===== config.mk =====
export PLATFORM = sky130hd
export DESIGN_NAME = cpu_program_feeder_flat
export DESIGN_NICKNAME = d
export VERILOG_FILES = /design/src/rtl/cpu_program_feeder_if.sv /design/src/rtl/cpu_program_feeder.sv /design/src/flat_wrapper.sv
export SDC_FILE = /design/constraint.sdc
export NUM_CORES = 1
export LEC_CHECK = 0
export BUFFER_PORTS_ARGS = -buffer_cell sky130_fd_sc_hd__buf_4
export CORE_UTILIZATION = 55
export DETAILED_ROUTE_END_ITERATION = 10
export PLACE_DENSITY = 0.72
export SYNTH_ARGS = -nofsm -noshare
export SYNTH_HDL_FRONTEND = slang
export SYNTH_SLANG_ARGS = --single-unit

===== constraint.sdc =====
create_clock -name clk -period 15.1 [get_ports clk]
set_input_delay 3.775 -clock clk [delete_from_list [all_inputs] [get_ports clk]]
set_output_delay 3.775 -clock clk [all_outputs]
set_load 0.05 [all_outputs]

===== src/rtl/cpu_program_feeder_if.sv =====
// Host/CPU-side bundle of the program feeder: load/clear/start controls in,
// registered CPU drive (rst, inbits) and run status out.
interface cpu_program_feeder_if #(
  parameter int ADDR_W = 4
);
  logic              wr_en;
  logic [7:0]        wr_data;
  logic              clear;
  logic              start;
  logic              cpu_rst;
  logic [3:0]        cpu_inbits;
  logic              busy;
  logic              done;
  logic [ADDR_W:0]   count;
  logic              overflow;

  modport master (
    output wr_en, wr_data, clear, start,
    input  cpu_rst, cpu_inbits, busy, done, count, overflow
  );

  modport slave (
    input  wr_en, wr_data, clear, start,
    output cpu_rst, cpu_inbits, busy, done, count, overflow
  );
endinterface


===== src/rtl/cpu_program_feeder.sv =====
// Stores opcode/operand pairs and replays them onto stack_cpu's nibble bus after a CPU reset.
// Run takes RST_CYCLES + sum(L) + 1 cycles to done; no backpressure, controls ignored while busy.
module cpu_program_feeder #(
  parameter int DEPTH      = 16,
  parameter int ADDR_W     = 4,
  parameter int RST_CYCLES = 2
) (
  input logic                 clk,
  input logic                 rst,
  cpu_program_feeder_if.slave bus
);
  localparam int RW = (RST_CYCLES > 1) ? $clog2(RST_CYCLES) : 1;

  typedef enum logic [2:0] {IDLE, CPURST, FETCH, EXEC, FINISH} state_t;

  state_t            state, state_n;
  logic [7:0]        mem [DEPTH];
  logic [ADDR_W:0]   count_q;
  logic              overflow_q;
  logic [ADDR_W-1:0] pc, pc_n;
  logic [2:0]        k, k_n;
  logic [RW-1:0]     rcnt, rcnt_n;
  logic              cpu_rst_q, busy_q, done_q;
  logic [3:0]        inbits_q, inbits_n;
  logic              full, wr_accept, wr_drop, last_entry;

  // Cycles per instruction, fetch included, as the CPU consumes them.
  function automatic logic [2:0] instr_len(input logic [3:0] op);
    case (op)
      4'h1, 4'h2, 4'h5, 4'h6, 4'h7, 4'h8: instr_len = 3'd3;
      4'h3, 4'h4:                         instr_len = 3'd2;
      4'h9:                               instr_len = 3'd4;
      default:                            instr_len = 3'd2;
    endcase
  endfunction

  assign full       = (count_q == (ADDR_W+1)'(DEPTH));
  assign wr_accept  = (state == IDLE) && bus.wr_en && !bus.clear && !full;
  assign wr_drop    = (state == IDLE) && bus.wr_en && !bus.clear && full;
  assign last_entry = (({1'b0, pc} + (ADDR_W+1)'(1)) == count_q);

  always_comb begin
    state_n = state;
    pc_n    = pc;
    k_n     = k;
    rcnt_n  = rcnt;
    case (state)
      IDLE: begin
        if (bus.start) begin
          if (count_q != '0) begin
            state_n = CPURST;
            rcnt_n  = '0;
          end else begin
            state_n = FINISH;
          end
        end
      end
      CPURST: begin
        if (rcnt == RW'(RST_CYCLES - 1)) begin
          state_n = FETCH;
          pc_n    = '0;
        end else begin
          rcnt_n = rcnt + RW'(1);
        end
      end
      FETCH: begin
        state_n = EXEC;
        k_n     = 3'd1;
      end
      EXEC: begin
        if (k == instr_len(mem[pc][3:0]) - 3'd1) begin
          if (last_entry) begin
            state_n = FINISH;
          end else begin
            state_n = FETCH;
            pc_n    = pc + ADDR_W'(1);
          end
        end else begin
          k_n = k + 3'd1;
        end
      end
      FINISH: begin
        state_n = IDLE;
        pc_n    = '0;
      end
      default: state_n = IDLE;
    endcase

    // Outputs are registered from the next state so each nibble lands in its state's cycle.
    inbits_n = 4'h0;
    if (state_n == FETCH)     inbits_n = mem[pc_n][3:0];
    else if (state_n == EXEC) inbits_n = mem[pc_n][7:4];
  end

  always_ff @(posedge clk) begin
    if (rst) begin
      state      <= IDLE;
      pc         <= '0;
      k          <= '0;
      rcnt       <= '0;
      cpu_rst_q  <= 1'b0;
      inbits_q   <= 4'h0;
      busy_q     <= 1'b0;
      done_q     <= 1'b0;
      count_q    <= '0;
      overflow_q <= 1'b0;
    end else begin
      state     <= state_n;
      pc        <= pc_n;
      k         <= k_n;
      rcnt      <= rcnt_n;
      cpu_rst_q <= (state_n == CPURST);
      inbits_q  <= inbits_n;
      busy_q    <= (state_n != IDLE);
      done_q    <= (state_n == FINISH);
      if ((state == IDLE) && bus.clear) begin
        count_q    <= '0;
        overflow_q <= 1'b0;
      end else if (wr_accept) begin
        count_q <= count_q + (ADDR_W+1)'(1);
      end else if (wr_drop) begin
        overflow_q <= 1'b1;
      end
    end
  end

  always_ff @(posedge clk) begin
    if (wr_accept) mem[count_q[ADDR_W-1:0]] <= bus.wr_data;
  end

  assign bus.cpu_rst    = cpu_rst_q;
  assign bus.cpu_inbits = inbits_q;
  assign bus.busy       = busy_q;
  assign bus.done       = done_q;
  assign bus.count      = count_q;
  assign bus.overflow   = overflow_q;
endmodule


===== src/flat_wrapper.sv =====
// flat-port wrapper written by rule: the top's interface ports become plain ports
module cpu_program_feeder_flat 
#(
  parameter int DEPTH      = 16,
  parameter int ADDR_W     = 4,
  parameter int RST_CYCLES = 2
)
  (clk, rst, bus_wr_en, bus_wr_data, bus_clear, bus_start, bus_cpu_rst, bus_cpu_inbits, bus_busy, bus_done, bus_count, bus_overflow);
  cpu_program_feeder_if #(.ADDR_W(ADDR_W)) bus_i ();
  input logic clk;
  input logic rst;
  input wire logic [$bits(bus_i.wr_en)-1:0] bus_wr_en;
  input wire logic [$bits(bus_i.wr_data)-1:0] bus_wr_data;
  input wire logic [$bits(bus_i.clear)-1:0] bus_clear;
  input wire logic [$bits(bus_i.start)-1:0] bus_start;
  output wire logic [$bits(bus_i.cpu_rst)-1:0] bus_cpu_rst;
  output wire logic [$bits(bus_i.cpu_inbits)-1:0] bus_cpu_inbits;
  output wire logic [$bits(bus_i.busy)-1:0] bus_busy;
  output wire logic [$bits(bus_i.done)-1:0] bus_done;
  output wire logic [$bits(bus_i.count)-1:0] bus_count;
  output wire logic [$bits(bus_i.overflow)-1:0] bus_overflow;
  assign bus_i.wr_en = bus_wr_en;
  assign bus_i.wr_data = bus_wr_data;
  assign bus_i.clear = bus_clear;
  assign bus_i.start = bus_start;
  assign bus_cpu_rst = bus_i.cpu_rst;
  assign bus_cpu_inbits = bus_i.cpu_inbits;
  assign bus_busy = bus_i.busy;
  assign bus_done = bus_i.done;
  assign bus_count = bus_i.count;
  assign bus_overflow = bus_i.overflow;
  cpu_program_feeder #(.DEPTH(DEPTH), .ADDR_W(ADDR_W), .RST_CYCLES(RST_CYCLES)) u_core (.clk(clk), .rst(rst), .bus(bus_i));
endmodule

== Word level (Yosys, flattened, before mapping) ==
Memories as Yosys holds them, arrays and structs flattened. A register that Yosys moved wholly into a read port is not among the register bits.
Cells that the tools add are included.
Storage, ports and cells
  bits in registers: 24
  bits in latches: 0
  bits in writable memories: 128
  memory bits (read-only): 48
  input bits: 13
  output and inout port bits: 13
  logic and storage cells: 71
  memories kept: 2
Operators by class
  add/subtract/negate cells: 6
  multiply operators: 0
  div/mod/pow operators: 0
  $lt $le $gt $ge: 0
  equal/unequal tests: 14
  shift-type cells: 0
  muxes and demuxes: 22
  bitwise logic cells: 1
  reductions and logical operators: 16
Memories
  u_core.mem: depth 16, width 8, rd ports 2, clocked after Yosys merged registers in 1, write ports 1, RTL line cpu_program_feeder.sv:17  | logic [7:0] mem [DEPTH];
  (no name shown): depth 16, width 3, rd ports 1, clocked after Yosys merged registers in 0, write ports 0, RTL line cpu_program_feeder.sv:29  | case (op)
Operators with widths (number)
  $mux 4: 6
  $mux 3: 7
  $eq 3x2->1 const B: 4
  $pmux 3 s4: 1
  $pmux 4 s3: 1
  $eq 3x1->1 const B: 2
  $eq 3x3->1 const B: 2
  $ne 2x2->1 const B: 3
  $pmux 3 s2: 1
  $add 4x1->5 const B: 1
  $add 5x1->5 const B: 1
  $eq 5x5->1: 1
  $eq 5x5->1 const B: 1
  $logic_and 1x1->1: 5
  $mux 1: 5
  $reduce_bool 5->1: 1
  $add 4x1->4 const B: 1
  $reduce_and 2->1: 2
  $reduce_bool 2->1: 2
  $add 3x1->3 const B: 1
  $eq 3x3->1: 1
  $logic_not 3->1: 1
  $reduce_and 3->1: 1
  $reduce_bool 3->1: 1
  other kinds (6): 7

== Depth between registers and ports, before layout ==
Gate-level depths: netlist (run 1).
  depth after elaboration: 9
  mapped depth: 26
  mapped depth without buffers: 21

== Worst setup path before layout (run 1) ==
No wires, ideal clock.
  path type: reg-to-reg
  from: register u_core.pc[0]
  to: register u_core.inbits_q[2] (netlist: u_core.bus.cpu_inbits[2])
  library setup time: 0.126 ns
  arrival time: 5.505 ns
  data required time: 14.974 ns
  slack: 9.469 ns
  stages on the path, launching flop included: 24
  path buffers: 5
  period minus slack after synthesis: 5.631 ns
  path through: dfxtp_1 buf_6 buf_6 buf_1 mux4_2 mux4_2 inv_1 ha_1 or4b_1 nand2_1 inv_1 ha_1 xor2_1 or3_1 nor4_4 nor2_2 or4_1 and3_1 buf_6 buf_6 nand2_1 a21oi_1 a31oi_1 nand3_1
On the way
  word-level cells in the longest chain between the ends: 8
  elaborated cells on any way between the ends: 15
  classes of those cells: add/sub (2); eq/ne (3); mux (9); memory (1)
Ends and longest elaborated chain
  start: declaration: RTL line cpu_program_feeder.sv:20  | logic [ADDR_W-1:0] pc, pc_n;
  start signal: assignment: RTL line cpu_program_feeder.sv:109  | pc <= pc_n;
  $add 4x1->5: RTL line cpu_program_feeder.sv:40  | assign last_entry = (({1'b0, pc} + (ADDR_W+1)'(1)) == count_q);
  $eq 5x5->1: RTL line cpu_program_feeder.sv:40
  $mux 4 / $mux 3 (equally long branches): RTL line cpu_program_feeder.sv:72  | if (last_entry) begin
  $mux 4 / $mux 3 (equally long branches): RTL line cpu_program_feeder.sv:71  | if (k == instr_len(mem[pc][3:0]) - 3'd1) begin
  $pmux 4 s3 / $pmux 3 s4 (equally long branches): RTL line cpu_program_feeder.sv:47  | case (state)
  $mem_v2 16x8 / $eq 3x2->1 (equally long branches)
  $mux 4: RTL line cpu_program_feeder.sv:92  | else if (state_n == EXEC) inbits_n = mem[pc_n][7:4];
  $mux 4 *: RTL line cpu_program_feeder.sv:91  | if (state_n == FETCH) inbits_n = mem[pc_n][3:0];
  end signal: assignment: RTL line cpu_program_feeder.sv:113  | inbits_q <= inbits_n;
  end: declaration: RTL line cpu_program_feeder.sv:24  | logic [3:0] inbits_q, inbits_n;
Every way passes the cells marked *; elsewhere a longest branch is shown, timed or not.
A chain may end at the register's enable or synchronous reset.

== Final worst setup path (run 1) ==
Ends and elaborated chain as after synthesis.

==> flow_metrics.py, run 1 <==
metrics = {
    "worst_setup_path": {
        "path_max_fanout": 45,
        "timing.critical_path.buf_inv": 3,
        "crit_path_end_kind": "register",
        "path_cells": "mux4_2 -> mux4_2 -> inv_1 -> ha_1 -> or4b_1 -> nand2_1 -> inv_1 -> ha_1 -> xor2_1 -> nor2_1 -> nand2_1 -> nor4_1 -> a211oi_2 -> o21ba_2 -> buf_4 -> mux2i_1 -> mux2i_1 -> a22o_1 -> a31oi_1 -> nand3_1",
        "crit_family": "multiplexers",
        "cp.required_ns": 15.40,
        "cpMaxStageDelayCell": "dfxtp_2",
        "slowest_delay_ns": 0.98,
        "timing_worst_setup_path_type": "reg -> reg",
        "worstSetupStartpointType": "register",
        "cp.arrival_ns": 6.69,
    },
    "pwr": {
        "power_uw": 909,
        "p_per_area_nw_per_um2": 108,
        "leakagePower_nw": 2.73,
        "ir_drop_uv": 107,
    },
    "synth": {
        "synth_cells": 591,
        "synthFlopType": "edfxtp_1",
        "ys_warn_count": 0,
        "async_reset_ff_share_pct": 0,
        "synthesis.area_um2": 7480,
        "netlist-cell-type-count": 77,
        "synth_fp_nets": 613,
        "synth_edf_count": 128,
        "synth-seq-cells": 152,
        "ys_seq_area_share_pct": 57.8,
        "avgSynthCellArea_um2": 12.7,
    },
    "run": {
        "maxCapViolCount": 0,
    },
    "detailed_routing": {
        "drc": 0,
        "totalWireLength_um": 18900,
        "final_antenna_net_count": 0,
        "wl_per_cell_um": 23.7,
        "viasPerCell": 6.55,
        "route.vias.total": 5212,
        "drtIter0Drc": 461,
        "firstDrtPassIters": 5,
    },
    "floorplanning": {
        "coreArea_um2": 13200,
        "dieArea_um2": 14100,
        "io-pin-count": 26,
        "die_w_um": 119,
        "start_util_pct": 56.5,
        "placementRows": 42,
        "fp.dieH_um": 119,
    },
    "finish": {
        "syn2layout_area_growth_pct": 12.1,
        "diodes": 0,
        "final_core_util_pct": 63.4,
        "drive_gt1_share_pct": 16.9,
        "fillers": 1010,
        "final_nets": 629,
    },
    "grt": {
        "track_usage_pct": 28.3,
        "first_global_vias": 5181,
        "overflow": 0,
        "grt_pass1_wl_um": 29000,
        "antenna_found_initial": 0,
        "grt_start_max_net_pins": 46,
    },
    "sta": {
        "period_needed_ns": 6.39,
        "fin_worst_skew_ns": 0.00738,
        "final_hold_viol_count": 0,
        "max_freq_mhz": 156,
        "worst_pin_slew_ns": 1.23,
        "report.final.setup_viol": 0,
        "fin_crit_sh_pct": 42.3,
        "timing.setup.tns_ns": 0,
        "slew_viol_final": 0,
        "slew_headroom_pct": 17.5,
        "grt_setup_unrepaired": "no",
    },
    "clock_tree": {
        "cts_resized": 0,
        "hold_buffers": 0,
        "max-clock-path-buffers": 2,
        "cts_setup_buffers": 0,
        "root_buffer": "clkbuf_16",
        "cts-htree-levels": 4,
        "tritoncts": "done",
        "path_clk_slew_ns": 0.06,
        "cts_made_buffers": 17,
        "cts_sinks": 152,
        "insertion_delay_ns": 0.42,
    },
    "place": {
        "gp_congestion": 0.959,
        "hpwl_um": 12300,
        "io_buffers": 25,
    },
    "hold_path": {
        "hp-class": "reg -> reg",
    },
    "status": {
        "outcome": "finished clean",
    },
}
## cell usage after synthesis, drive strengths merged (2+ instances only)
master / count / area (µm²)
mux2: 6 / 67.6
a221oi: 6 / 52.6
nor3: 15 / 75.1
a41oi: 4 / 35.0
a211oi: 20 / 155
nand2b: 2 / 12.5
xnor2: 6 / 52.6
mux4: 17 / 383
nor4b: 7 / 67.6
buf: 17 / 106
o21a: 6 / 45.0
nand2: 51 / 191
o221ai: 4 / 35.0
a31oi: 3 / 18.8
or4: 2 / 18.8
a2111oi: 7 / 67.6
o21ai: 12 / 60.1
mux2i: 33 / 330
nor2: 53 / 201
edfxtp: 128 / 3840
a22o: 3 / 26.3
ha: 9 / 113
o2111a: 2 / 23.8
xor2: 5 / 43.8
nor4: 3 / 33.8
nand3b: 2 / 15.0
nor3b: 6 / 61.3
or2: 2 / 12.5
a21o: 2 / 15.0
a22oi: 4 / 40.0
o2111ai: 2 / 17.5
or3: 2 / 12.5
nand4: 5 / 31.3
o211a: 2 / 20.0
a21oi: 30 / 150
nor2b: 6 / 37.5
dfxtp: 24 / 480
inv: 10 / 37.5
o211ai: 3 / 22.5
and2: 23 / 144
nand3: 5 / 25.0
and3: 7 / 43.8
clkbuf: 18 / 67.6
## metrics by stage
stage	hold WS (ns)	instances	setup WS, ns	instance area [µm²]
2_1_floorplan	0.499	591	9.47	7480
3_3_place_gp	0.466	764	8.91	7810
3_5_place_dp	0.476	764	8.85	7810
4_1_cts	0.493	796	8.78	8390
5_1_grt	0.532	796	8.37	8390
6_report	0.492	796	8.71	8390
## worst register-to-register path, delay by kind of cell (launching register included)
family	cells	cell delay [ns]
AO/OA/AOI/OAI	4	0.94
AND/OR/NAND/NOR	6	1.47
multiplexers	4	1.54
adder cells (fa/ha/maj)	2	0.55
buffers and inverters	3	0.65
flip-flops	1	0.98
XOR/XNOR	1	0.15
## cells by family (layout without fill, tap and decap cells)
group | Yosys count | in the layout | synth area share [%]
multiplexers | 56 | 56 | 10.4
XOR/XNOR | 11 | 11 | 1.29
adder cells (fa/ha/maj) | 9 | 9 | 1.50
buffers and inverters | 45 | 74 | 2.83
AO/OA/AOI/OAI | 122 | 122 | 12.4
flip-flops | 152 | 152 | 57.8
AND/OR/NAND/NOR | 196 | 196 | 13.8
## per-layer routing
layer  up-vias  track usage (%)  part of all wire (%)
met5         -                0                     0
met2       278             43.2                    46
li1       2321                -                     -
met3        63             7.14                   8.9
met1      2550             36.3                    40
met4         0             17.6                   5.2
## worst paths after layout
path	start	end	slack (ns)	depth (start not counted)
worst max-delay path	u_core.pc[0]	u_core.bus.cpu_inbits[2]	8.71	20
worst min-delay path	u_core.bus.overflow	u_core.bus.overflow	0.49	2
worst max register to register	u_core.pc[0]	u_core.bus.cpu_inbits[2]	8.71	20
worst min register to register	u_core.bus.overflow	u_core.bus.overflow	0.49	2
## placed cells by master (no fill, tap or decap), types with 5 or more instances in the layout
master / Yosys / final
edfxtp_1: 128 / 128
nor2_1: 52 / 52
nand2_1: 51 / 51
mux2i_1: 33 / 32
buf_4: 1 / 32
a21oi_1: 30 / 30
dfxtp_1: 24 / 23
and2_1: 19 / 19
a211oi_1: 19 / 19
mux4_2: 17 / 17
clkbuf_16: 0 / 17
nor3_1: 15 / 11
o21ai_0: 11 / 11
inv_1: 10 / 10
ha_1: 9 / 9
and3_1: 7 / 7
nor2b_1: 6 / 6
a221oi_1: 6 / 6
xnor2_1: 6 / 6
o21a_1: 6 / 6
nor4b_1: 6 / 6
a2111oi_0: 6 / 6
nand3_1: 5 / 5
xor2_1: 5 / 5
nand4_1: 5 / 5
## sequential cells by signal, indices dropped and copies added, names as in the netlist
signal and count:
u_core.mem 128, u_core.bus.count 5, u_core.bus.cpu_inbits 4, u_core.pc 4, u_core.k 3, u_core.state 3, u_core.bus.busy 1, u_core.bus.cpu_rst 1
u_core.bus.done 1, u_core.bus.overflow 1, u_core.rcnt 1
## where the power goes
part	internal [mW]	leakage [nW]	switching [mW]
clock	0.246	0.271	0.169
sequential	0.457	1.35	0.00208
combinational	0.0117	1.11	0.0235
total	0.714	2.73	0.195
## cell type report
cell class | count | area [µm²] | area share, %
clock buffers | 20 | 437 | 5.21
multi-input cells | 394 | 2990 | 35.6
inverters | 10 | 37.5 | 0.447
clock inverters | 12 | 141 | 1.69
repair buffers | 32 | 240 | 2.86
well taps | 176 | 220 | 2.62
flip-flops and latches | 152 | 4330 | 51.6
No activity file was read; power rests on OpenSTA's default activity.
==> run 2: changes to the inputs <==
==> constraint.sdc (replaced) <==
create_clock -name clk -period 6.2 [get_ports clk]
set_input_delay 1.55 -clock clk [delete_from_list [all_inputs] [get_ports clk]]
set_output_delay 1.55 -clock clk [all_outputs]
set_load 0.05 [all_outputs]
==> run 2 against run 1 <==
Net effect: power rose by 140%; fmax rose by 9.4%; cell count rose by 0.63%; critical endpoint is now u_core.bus.cpu_inbits[3]; setup slack got worse by 8.4 ns; register-to-register slack got worse by 8.4 ns; clock power rose by 130%.
==> flow_metrics.py, run 2 (synthesis gave the netlist of run 1 again) <==
metrics = {
    "sta": {
        "final_hold_viol_count": 0,
        "period_needed_ns": 5.84,
        "report.final.setup_viol": 0,
        "max_freq_mhz": 171,
        "worst_pin_slew_ns": 1.21,
        "fin_crit_sh_pct": 94.3,
        "whs_ns": 0.511,
        "fin_worst_skew_ns": 0.0106,
        "slew_viol_final": 0,
        "timing.setup.tns_ns": 0,
        "grt_setup_unrepaired": "no",
        "slew_headroom_pct": 18.8,
    },
    "finish": {
        "syn2layout_area_growth_pct": 12.3,
        "drive_gt1_share_pct": 18.1,
        "largest_reg_flops": 128,
        "final_core_util_pct": 63.5,
        "fillers": 1020,
        "final_nets": 634,
        "diodes": 0,
        "stdcell_area_um2": 8400,
        "mostFrequentLayoutCell": "edfxtp_1",
        "final_cell_mix": "edfxtp_1 (128), nor2_1 (52), nand2_1 (51)",
    },
    "grt": {
        "first_global_vias": 4983,
        "overflow": 0,
        "grt_start_max_net_pins": 36,
        "antenna_found_initial": 0,
        "track_usage_pct": 28.2,
        "grt_pass1_wl_um": 28400,
    },
    "worst_setup_path": {
        "timing_worst_setup_path_type": "reg -> reg",
        "path_max_fanout": 35,
        "cp.arrival_ns": 6.21,
        "crit_path_end_kind": "register",
        "worstSetupStartpointType": "register",
        "cp.required_ns": 6.56,
    },
    "status": {
        "outcome": "finished clean",
    },
    "clock_tree": {
        "cts_sinks": 152,
        "root_buffer": "clkbuf_16",
        "tritoncts": "done",
        "cts-htree-levels": 4,
        "cts_made_buffers": 17,
        "insertion_delay_ns": 0.43,
        "path_clk_slew_ns": 0.06,
        "hold_buffers": 0,
        "max-clock-path-buffers": 2,
    },
    "pwr": {
        "ir_drop_uv": 260,
        "p_per_area_nw_per_um2": 258,
        "leakagePower_nw": 2.75,
    },
    "floorplanning": {
        "coreArea_um2": 13200,
        "die_w_um": 119,
        "placementRows": 42,
        "io-pin-count": 26,
        "dieArea_um2": 14100,
        "start_util_pct": 56.5,
        "fp.dieH_um": 119,
    },
    "detailed_routing": {
        "drtIter0Drc": 505,
        "route.vias.total": 5146,
        "wl_per_cell_um": 23.4,
        "viasPerCell": 6.42,
        "drc": 0,
        "firstDrtPassIters": 5,
        "final_antenna_net_count": 0,
        "totalWireLength_um": 18700,
    },
    "place": {
        "hpwl_um": 12900,
        "gp_congestion": 0.971,
        "place_area_um2": 7850,
        "io_buffers": 25,
    },
    "hold_path": {
        "hp-class": "reg -> reg",
    },
    "run": {
        "maxCapViolCount": 0,
    },
}
## run 2: cell count changes in the layout (fill, tap and decap cells not counted), sizes merged
cell      change
inv           +4
bufinv        -2
buf           +5
clkinv        -1
clkinvlp      -1
## run 2: power breakdown
part | internal, mW | switching, mW | leakage, nW
Combinational | 0.0285 | 0.0572 | 1.14
Sequential | 1.11 | 0.00543 | 1.35
Clock | 0.536 | 0.426 | 0.267
Total | 1.68 | 0.488 | 2.75
## run 2: timing repair
item                                    CTS  global route
endpoints found under the setup margin    0             1
resized for setup                         0             1
buffers inserted                          0             0
## run 2: final cells by class
type / count / area (µm²) / share of cell area [%]
clock buffer: 20 / 447 / 5.31
clock inverter: 12 / 108 / 1.28
inverter: 10 / 37.5 / 0.447
multi-input combinational: 394 / 2990 / 35.6
sequential: 152 / 4330 / 51.5
tap: 176 / 220 / 2.62
timing repair buffer: 37 / 278 / 3.31
## run 2: worst max-delay path: stages, from the launching register on
cell and delay [ns]:
dfxtp_2 0.62, mux4_2 0.57, mux4_2 0.49, inv_1 0.07, ha_1 0.26, or4b_1 0.55
nand2_1 0.12, inv_1 0.05, ha_1 0.29, xor2_1 0.15, or3_1 0.40, nor4_4 0.29
or2_1 0.24, mux2i_4 0.33, buf_4 0.42, a211oi_1 0.10, a2111oi_0 0.49, a31oi_1 0.16
nand4_1 0.13
## run 2: final timing paths
kind	from	to	slack, ns	depth (start not counted)
hold / removal	u_core.bus.overflow	u_core.bus.overflow	0.51	2
setup / recovery	u_core.pc[0]	u_core.bus.cpu_inbits[3]	0.36	18
hold reg to reg	u_core.bus.overflow	u_core.bus.overflow	0.51	2
setup reg to reg	u_core.pc[0]	u_core.bus.cpu_inbits[3]	0.36	18
## run 2: metrics by stage
stage               power [mW]  setup slack, ns  cells
floorplan                 1.19            0.569    591
global route              2.24           0.0456    801
finish                    2.17            0.356    801
global placement          1.22            0.305    769
detailed placement        1.22            0.258    769
CTS                       2.18            0.229    801
## run 2: layer usage
metal	share of wire, %	global-route usage, %	up-vias
met5	0	0	-
met4	2.7	12.3	0
met3	8.8	8.78	38
met2	49	44.9	248
met1	40	35.4	2527
li1	-	-	2333
